### src/rtl/dds_pkg.sv
// -----------------------------------------------------------------------------
// dds_pkg
//   Shared definitions for the DDS note synthesiser:
//   - default clock frequency used to build the tuning-word table
//   - note frequencies in centi-Hz (C4..C5)
//   - constant function computing a rounded frequency tuning word
//   - FSM state encoding
// -----------------------------------------------------------------------------
package dds_pkg;

    localparam int unsigned DEF_CLK_HZ = 2_000_000;

    typedef enum logic [1:0] {
        IDLE   = 2'd0,
        RUN    = 2'd1,
        PEND   = 2'd2,
        MUTING = 2'd3
    } state_e;

    // Note frequency in hundredths of a Hz: C4 D4 E4 F4 G4 A4 B4 C5.
    function automatic logic [31:0] note_chz(input logic [2:0] idx);
        logic [31:0] f;
        case (idx)
            3'd0:    f = 32'd26163;
            3'd1:    f = 32'd29366;
            3'd2:    f = 32'd32963;
            3'd3:    f = 32'd34923;
            3'd4:    f = 32'd39200;
            3'd5:    f = 32'd44000;
            3'd6:    f = 32'd49388;
            default: f = 32'd52325;
        endcase
        return f;
    endfunction

    // round(f * 2**acc_w / clk_hz), with f held in centi-Hz.
    function automatic logic [63:0] ftw_calc(input logic [2:0]  idx,
                                             input int unsigned acc_w,
                                             input int unsigned clk_hz);
        logic [127:0] num;
        logic [127:0] den;
        logic [127:0] quo;
        num = {96'd0, note_chz(idx)} << acc_w;
        den = {96'd0, clk_hz} * 128'd100;
        quo = (num + (den >> 1)) / den;
        return quo[63:0];
    endfunction

endpackage

### src/rtl/dds_ftw_rom.sv
// -----------------------------------------------------------------------------
// dds_ftw_rom
//   Combinational note/octave to frequency-tuning-word lookup. The table is
//   built at elaboration from dds_pkg::ftw_calc for the given clock frequency.
// Ports:
//   note_bin_i  note index (only the low 3 bits select a distinct note)
//   octave_i    left shift 0..3 applied to the base tuning word
//   ftw_o       resulting tuning word, truncated to ACC_W bits
// -----------------------------------------------------------------------------
module dds_ftw_rom
    import dds_pkg::*;
#(
    parameter int unsigned ACC_W  = 32,
    parameter int unsigned NOTE_W = 3,
    parameter int unsigned CLK_HZ = DEF_CLK_HZ
) (
    input  logic [NOTE_W-1:0] note_bin_i,
    input  logic [1:0]        octave_i,
    output logic [ACC_W-1:0]  ftw_o
);

    localparam int unsigned DEPTH = 2 ** NOTE_W;

    logic [ACC_W-1:0] tab [DEPTH];

    // Entries beyond the eight defined notes alias onto them (index mod 8).
    for (genvar i = 0; i < DEPTH; i++) begin : g_tab
        localparam logic [63:0] FTW_I = ftw_calc(3'(i), ACC_W, CLK_HZ);
        assign tab[i] = FTW_I[ACC_W-1:0];
    end

    assign ftw_o = tab[note_bin_i] << octave_i;

endmodule

### src/rtl/dds_note_synth.sv
// -----------------------------------------------------------------------------
// dds_note_synth
//   Phase-accumulator DDS tone generator. A note index and octave select a
//   tuning word; note changes while running are held pending and applied on
//   the accumulator carry-out so the tone never glitches mid-period.
// Ports:
//   clk, rst     clock (rising edge), asynchronous active-high reset
//   note_bin     note index 0..7 = C4 D4 E4 F4 G4 A4 B4 C5
//   octave       tuning-word left shift 0..3
//   note_valid   note request; accepted when note_ready is also high
//   note_ready   block can accept a note (low while muted or pending)
//   mute         level: silence the tone at the next wrap
//   tone_out     square tone, phase MSB
//   phase        registered accumulator value
//   wrap         registered one-cycle pulse on accumulator carry-out
//   amp          amplitude derived combinationally from phase
// Configuration:
//   DDS_TRI_OUT_EN defined   -> amp is a triangle
//   DDS_TRI_OUT_EN undefined -> amp is a sawtooth
// -----------------------------------------------------------------------------
module dds_note_synth
    import dds_pkg::*;
#(
    parameter int unsigned ACC_W  = 32,
    parameter int unsigned NOTE_W = 3,
    parameter int unsigned OUT_W  = 8,
    parameter int unsigned CLK_HZ = DEF_CLK_HZ
) (
    input  logic              clk,
    input  logic              rst,
    input  logic [NOTE_W-1:0] note_bin,
    input  logic [1:0]        octave,
    input  logic              note_valid,
    output logic              note_ready,
    input  logic              mute,
    output logic              tone_out,
    output logic [ACC_W-1:0]  phase,
    output logic              wrap,
    output logic [OUT_W-1:0]  amp
);

    state_e           state_q, state_d;
    logic [ACC_W-1:0] phase_q, phase_d;
    logic [ACC_W-1:0] ftw_q, ftw_d;
    logic [ACC_W-1:0] pend_q, pend_d;
    logic             wrap_q, wrap_d;
    logic             rdy_en_q;

    logic [ACC_W-1:0] rom_ftw;
    logic [ACC_W:0]   sum;
    logic             carry;
    logic             accept;

    dds_ftw_rom #(
        .ACC_W  (ACC_W),
        .NOTE_W (NOTE_W),
        .CLK_HZ (CLK_HZ)
    ) u_rom (
        .note_bin_i (note_bin),
        .octave_i   (octave),
        .ftw_o      (rom_ftw)
    );

    assign sum   = {1'b0, phase_q} + {1'b0, ftw_q};
    assign carry = sum[ACC_W];

    // rdy_en_q keeps note_ready low during reset and releases it on the first
    // clock edge afterwards.
    assign note_ready = rdy_en_q && !mute && (state_q != PEND);
    assign accept     = note_valid && note_ready;

    // State register
    always_ff @(posedge clk or posedge rst) begin
        if (rst) begin
            state_q  <= IDLE;
            phase_q  <= '0;
            ftw_q    <= '0;
            pend_q   <= '0;
            wrap_q   <= 1'b0;
            rdy_en_q <= 1'b0;
        end else begin
            state_q  <= state_d;
            phase_q  <= phase_d;
            ftw_q    <= ftw_d;
            pend_q   <= pend_d;
            wrap_q   <= wrap_d;
            rdy_en_q <= 1'b1;
        end
    end

    // Next-state logic; mute always takes priority over a pending note.
    always_comb begin
        state_d = state_q;
        case (state_q)
            IDLE:    if (accept) state_d = RUN;
            RUN: begin
                if (mute)        state_d = MUTING;
                else if (accept) state_d = PEND;
            end
            PEND: begin
                if (mute)       state_d = MUTING;
                else if (carry) state_d = RUN;
            end
            MUTING: begin
                if (carry)      state_d = IDLE;
                else if (!mute) state_d = RUN;
            end
            default: state_d = IDLE;
        endcase
    end

    // Datapath next values
    always_comb begin
        phase_d = sum[ACC_W-1:0];
        ftw_d   = ftw_q;
        pend_d  = pend_q;
        wrap_d  = carry;
        if (accept) pend_d = rom_ftw;
        case (state_q)
            IDLE: begin
                // Load straight from the ROM so the tone starts on the next edge.
                phase_d = '0;
                wrap_d  = 1'b0;
                if (accept) ftw_d = rom_ftw;
            end
            PEND: begin
                // The carry edge still uses the old word; the new one runs after it.
                if (!mute && carry) ftw_d = pend_q;
            end
            MUTING: begin
                if (carry) begin
                    ftw_d   = '0;
                    phase_d = '0;
                end
            end
            default: ;
        endcase
    end

    assign phase    = phase_q;
    assign wrap     = wrap_q;
    assign tone_out = phase_q[ACC_W-1];

`ifdef DDS_TRI_OUT_EN
    // Fold the second half of the period down to form a triangle.
    assign amp = phase_q[ACC_W-1] ? ~phase_q[ACC_W-2 -: OUT_W] : phase_q[ACC_W-2 -: OUT_W];
`else
    assign amp = phase_q[ACC_W-1 -: OUT_W];
`endif

endmodule
### config.mk
export PLATFORM = sky130hd
export DESIGN_NAME = dds_note_synth
export DESIGN_NICKNAME = d
export VERILOG_FILES = /design/src/rtl/dds_pkg.sv /design/src/rtl/dds_ftw_rom.sv /design/src/rtl/dds_note_synth.sv
export SDC_FILE = /design/constraint.sdc
export NUM_CORES = 1
export LEC_CHECK = 0
export CORE_MARGIN = 4
export CORE_UTILIZATION = 31
export CTS_CLUSTER_SIZE = 10
export DETAILED_ROUTE_END_ITERATION = 8
export PLACE_DENSITY_LB_ADDON = 0.25
export SYNTH_ARGS = -nofsm -noshare
export SYNTH_HDL_FRONTEND = slang
export SYNTH_HIERARCHICAL = 1
export SYNTH_SLANG_ARGS = --single-unit
### constraint.sdc
create_clock -name clk -period 4.5 [get_ports clk]
set_input_delay 0.9 -clock clk [delete_from_list [all_inputs] [get_ports clk]]
set_output_delay 0.9 -clock clk [all_outputs]
set_load 0.03 [all_outputs]
* Word-level counts from Yosys, hierarchy flattened *
Memories as Yosys holds them, arrays and structs flattened.
Cells that the tools add are included.

cells by class
  $lt $le $gt $ge = 1
  multiplexer cells = 17
  bitwise logic cells = 1
  add/subtract/negate cells = 1
  reductions and logical operators = 9
  equality and inequality tests = 10
  shift-type cells = 1

operators by type and width
  kind                                                                   number
  32-bit 2-to-1 mux                                                      6
  32-bit case mux with 3 select lines                                    1
  32-bit case mux with 2 select lines                                    1
  32-bit by 32-bit adder with 33-bit output                              1
  32-bit by 2-bit << shifter with 32-bit output                          1
  2-bit 2-to-1 mux                                                       7
  3-bit inequality test, second input constant                           3
  2-bit inequality test, second input constant                           4
  2-bit case mux with 4 select lines                                     1
  4-bit AND reduction                                                    2
  2-bit equality test, second input constant                             2
  4-bit greater-or-equal comparator, second input constant               1
  1-bit logical AND                                                      4
  3-bit NOT with 4-bit output                                            1
  3-bit nonzero test                                                     1
  2-bit by 1-bit equality test with 1-bit output, second input constant  1
  2-bit logical NOT                                                      1
  1-bit logical NOT                                                      1
  1-bit 2-to-1 mux                                                       1

word-level totals
  memories kept = 1
  flip-flop bits (word level) = 100
  memory bits (read-only) = 256
  input port bits = 9
  logic and storage cells = 47

memory list
  memory           depth  bits a word  rd ports  clocked after memory_dff  write ports  RTL line           source
  (no name shown)  8      32           1         0                         0            dds_ftw_rom.sv:32  assign ftw_o = tab[note_bin_i] << octave_i;

* Depth between registers and ports, before layout *
  depth after elaboration = 7
  depth in mapped cells = 13
  gate-level depth less buffers = 11

* Cells and area by module *
The synthesis kept the hierarchy.

by module, submodules not included
  module          seq. area each (um^2)  instances  area each (um^2)  cells an instance
  dds_note_synth  2,502.4                1          5,962.0           619
  dds_ftw_rom     0.0                    1          924.6             132

* Worst setup path after synthesis *
OpenSTA, ideal clock, no wires.

  path type = input -> register
  start = input mute
  end = register ftw_q[10]
  cell stages on the path = 8
  arrival = 3,237 ps
  required time = 4,375 ps
  slack = 1,138 ps
  cells stage by stage = nor3b_1 nand2_1 a21o_1 or2_2 o32a_1 buf_6 buf_12 mux2_4

between the ends
  word-level cells in the longest chain between the ends = 6
  elaborated cells on any way between the ends = 8
  classes of those cells = eq/ne: 2; reduce/logical: 6

RTL lines
  element                          RTL line                                     source
  start, declared                  dds_note_synth.sv:35                         input logic mute,
  1-bit logical NOT *              dds_note_synth.sv:69, dds_note_synth.sv:128
  1-bit logical AND (2 in a row)   dds_note_synth.sv:69                         assign note_ready = rdy_en_q && !mute && (state_q != PEND);
  1-bit logical AND                dds_note_synth.sv:70                         assign accept = note_valid && note_ready;
  2-bit inequality test (no line)  -
  4-bit AND reduction (no line) *  -
  end signal, assigned             dds_note_synth.sv:84                         ftw_q <= ftw_d;
  end, declared                    dds_note_synth.sv:44                         logic [ACC_W-1:0] ftw_q, ftw_d;

Mark *: on every way between the ends. The rest lies on a longest branch, timed or not.
A chain may end at the register's enable or synchronous reset.

* Worst setup path after layout *
  start = register ftw_q[7]
  end = register ftw_q[23]

between the ends
  word-level cells in the longest chain between the ends = 4
  elaborated cells on any way between the ends = 5
  classes of those cells = add/sub: 1; eq/ne: 2; reduce/logical: 2

RTL lines
  element                                      RTL line               source
  32-bit by 32-bit adder with 33-bit output *  dds_note_synth.sv:64   assign sum = {1'b0, phase_q} + {1'b0, ftw_q};
  1-bit logical AND                            dds_note_synth.sv:128  if (!mute && carry) ftw_d = pend_q;
  2-bit inequality test (no line)              -
  4-bit AND reduction (no line) *              -

Marked as above.

==> flow_summary.yaml <==
outcome:
  status: "finished, final reports clean"
routing:
  highest_layer: "met4"
  wl_met2_mm: 6.76
  wl_per_cell_um: 15.1
  wl_met3_um: 524
  vias: 5268
  viasPerCell: 4.97
  post-route-drc-count: 0
  wl_mm: 16.1
  routedLengthMet1_mm: 8.46
  drt_iter0_drc: 274
  drtAntennaViolNets: 0
  drtPass1Iterations: 4
clock_tree:
  cts.sinks: 100
  cts_max_path_buffers: 2
  post-cts-setup-buffers: 0
  cts-root-buf: "clkbuf_16"
  cts_tree: "built"
  insertion_delay_ns: 0.36
  cts_resized: 0
  ctsHoldBuffers: 0
  htreeDepth: 3
  numCtsBuffers: 9
  clkSlewWorstSetupHoldPaths_ns: 0.08
power_and_ir_drop:
  p_seq_share_pct: 25.6
  switching_share_pct: 45.0
  p_clk_share_pct: 12.8
  pwr-share-comb_pct: 61.6
  ir_drop_uv: 248
  pwr_density_cell_nw_per_um2: 782
  p_sw_mw: 2.75
  internal_power_mw: 3.36
  p_total_mw: 6.11
  p_leak_nw: 3.78
yosys:
  synth_cells: 751
  synthTopCellsByCount: "nand2_1 (127), dfrtp_1 (100), a21oi_1 (56), ha_1 (47), nor2_1 (47)"
  ys.flop_type: "dfrtp_1"
  ys_async_sr_fraction_pct: 100
  synth_top_area_share_pct: 36.3
  netlist_area_um2: 6890
  post_synth_num_cell_types: 70
  synth-seq-cells: 100
  synth_area_per_cell_um2: 9.17
  synth_top_area_cell: "dfrtp_1"
  yosysMostFrequentCell: "nand2_1"
  ys_warn_count: 6
  synthTopCellsByArea: "dfrtp_1 (36%), ha_1 (8.5%), nand2_1 (6.9%)"
  synth_edf_count: 0
  ys_seq_area_share_pct: 36.3
sta:
  setup_viol: 0
  fmax_ghz: 0.284
  period_needed_ns: 3.53
  slew_viol_final: 0
  relSlewSlack_pct: 40.8
  hold_violations: 0
  rsz0062_at_grt: "false"
  clock_skew_ns: 0.0116
  max_slew.worst_pin.slew_ns: 0.888
  tns_ns: 0
  min_period_over_period_pct: 78.3
  whs_ns: 0.477
placed_design:
  place_congestion: 0.860
  hpwl_mm: 11.5
  portBuffers: 51
  placed_cell_area_um2: 7520
global_routing:
  overflow: 0
  antenna_found_initial: 0
  grt_pass1_vias: 5064
  grt_pass1_wl_mm: 26.8
  grt_use_total_pct: 13.4
  grt_max_degree: 69
finish:
  fin_area_um2: 7810
  final_layout_size_suffix_gt1_share_pct: 9.99
  antennaDiodeCount: 0
  nNetsFinal: 833
  syn_to_final_growth_pct: 13.4
setup_path:
  critPathLaunchType: "register"
  critical_path_required_ns: 4.75
  r2r-start: "ftw_q[7]"
  worstSetupPathType: "reg -> reg"
  reg2reg_slack_ns: 0.97
  arrival_ns: 3.77
  rr_worst_depth: 10
  rr_endpoint: "ftw_q[23]"
  cp_max_fo: 25
  end_kind: "register"
min_path:
  hold_class: "reg -> reg"
  worstHoldEndpoint: "pend_q[12]"
  min_from: "pend_q[12]"
  hold_depth: 2
die:
  num_rows: 54
  start_util_pct: 31.6
  core_um2: 21800
  die_x_um: 157
  die_y_um: 157
  io_pins: 52
  dieArea_um2: 24700
flow_run:
  maxCapViolCount: 0
flip-flops by register name (all words and copies together) (netlist names):
register,cells
phase,32
state_q,2
pend_q,32
rdy_en_q,1
ftw_q,32
wrap,1
critical path, cell delays in order (launching register included):
cell       delay (ns)
dfrtp_1          0.42
ha_1             0.38
a21o_1           0.23
or3_1            0.30
o21ai_1          0.31
o2111ai_1        0.27
a21o_1           0.25
nor2_1           0.24
o32a_2           0.40
buf_12           0.26
mux2_2           0.35
routing by layer:
layer / global-route usage, % / up-vias
met5: 0 / -
met4: 4.26 / 0
met3: 1.81 / 18
met2: 19.5 / 81
met1: 20.4 / 2486
li1: - / 2683
metrics by stage:
| step | util, % | setup slack, ns | std cells |
|---|---|---|---|
| 6_report | 35.8 | 0.974 | 1061 |
| 2_1_floorplan | - | 0.981 | 758 |
| 3_5_place_dp | 34.5 | 0.928 | 1045 |
| 3_3_place_gp | 34.5 | 0.965 | 1045 |
| 4_1_cts | 35.8 | 0.980 | 1061 |
| 5_1_grt | 35.8 | 0.781 | 1061 |
power groups by stage:
stage	registers [mW]	clock network (mW)	logic, mW
2_1_floorplan	1.71	0	2.82
3_3_place_gp	1.58	0	3.75
3_5_place_dp	1.59	0	3.75
4_1_cts	1.57	0.810	3.77
5_1_grt	1.61	0.843	4.17
6_report	1.56	0.782	3.76
final cells by class:
class	count	area (um^2)
Inverter	28	108
Clock inverter	7	65.1
Tap cell	280	350
Sequential cell	100	2500
Multi-Input combinational cell	575	3940
Timing Repair Buffer	62	618
Fill cell	2189	14000
Clock buffer	9	225
logic make-up after synthesis:
| group | after synthesis | synth area share, % |
|---|---|---|
| AOI/OAI and AO/OA | 188 | 18.1 |
| xor gates and xnor gates | 19 | 2.42 |
| adders and majority gates | 48 | 8.83 |
| buffers and inverters | 83 | 6.83 |
| DFF | 100 | 36.3 |
| muxes | 56 | 10.5 |
| other | 2 | 0.109 |
| and+or+nand+nor | 255 | 16.9 |
cell usage in the layout (no fill, tap or decap), types with 8 or more instances in the layout:
master             n
nand2_1          127
dfrtp_1          100
a21oi_1           56
clkdlybuf4s50_1   51
ha_1              47
nor2_1            46
inv_1             25
a22o_1            24
a21o_1            24
mux2_4            23
mux2i_1           23
o21ai_0           22
nor3_1            13
nand3_1           12
nor3b_1           11
o21ai_1           11
xnor2_1           11
nor2b_1            9
clkbuf_16          9
buf_4              9
conb_1             9
xor2_1             8
how the worst max path moves through the flow:
stage	startpoint	endpoint	cells past startpoint
after floorplan	rst	ftw_q[0]	1
after global placement	note_bin[1]	ftw_q[9]	8
after detailed placement	note_bin[1]	ftw_q[9]	8
after CTS	ftw_q[7]	ftw_q[23]	10
after global routing	ftw_q[7]	ftw_q[23]	10
final	ftw_q[7]	ftw_q[23]	10
Power figures use the tool's default switching activity.
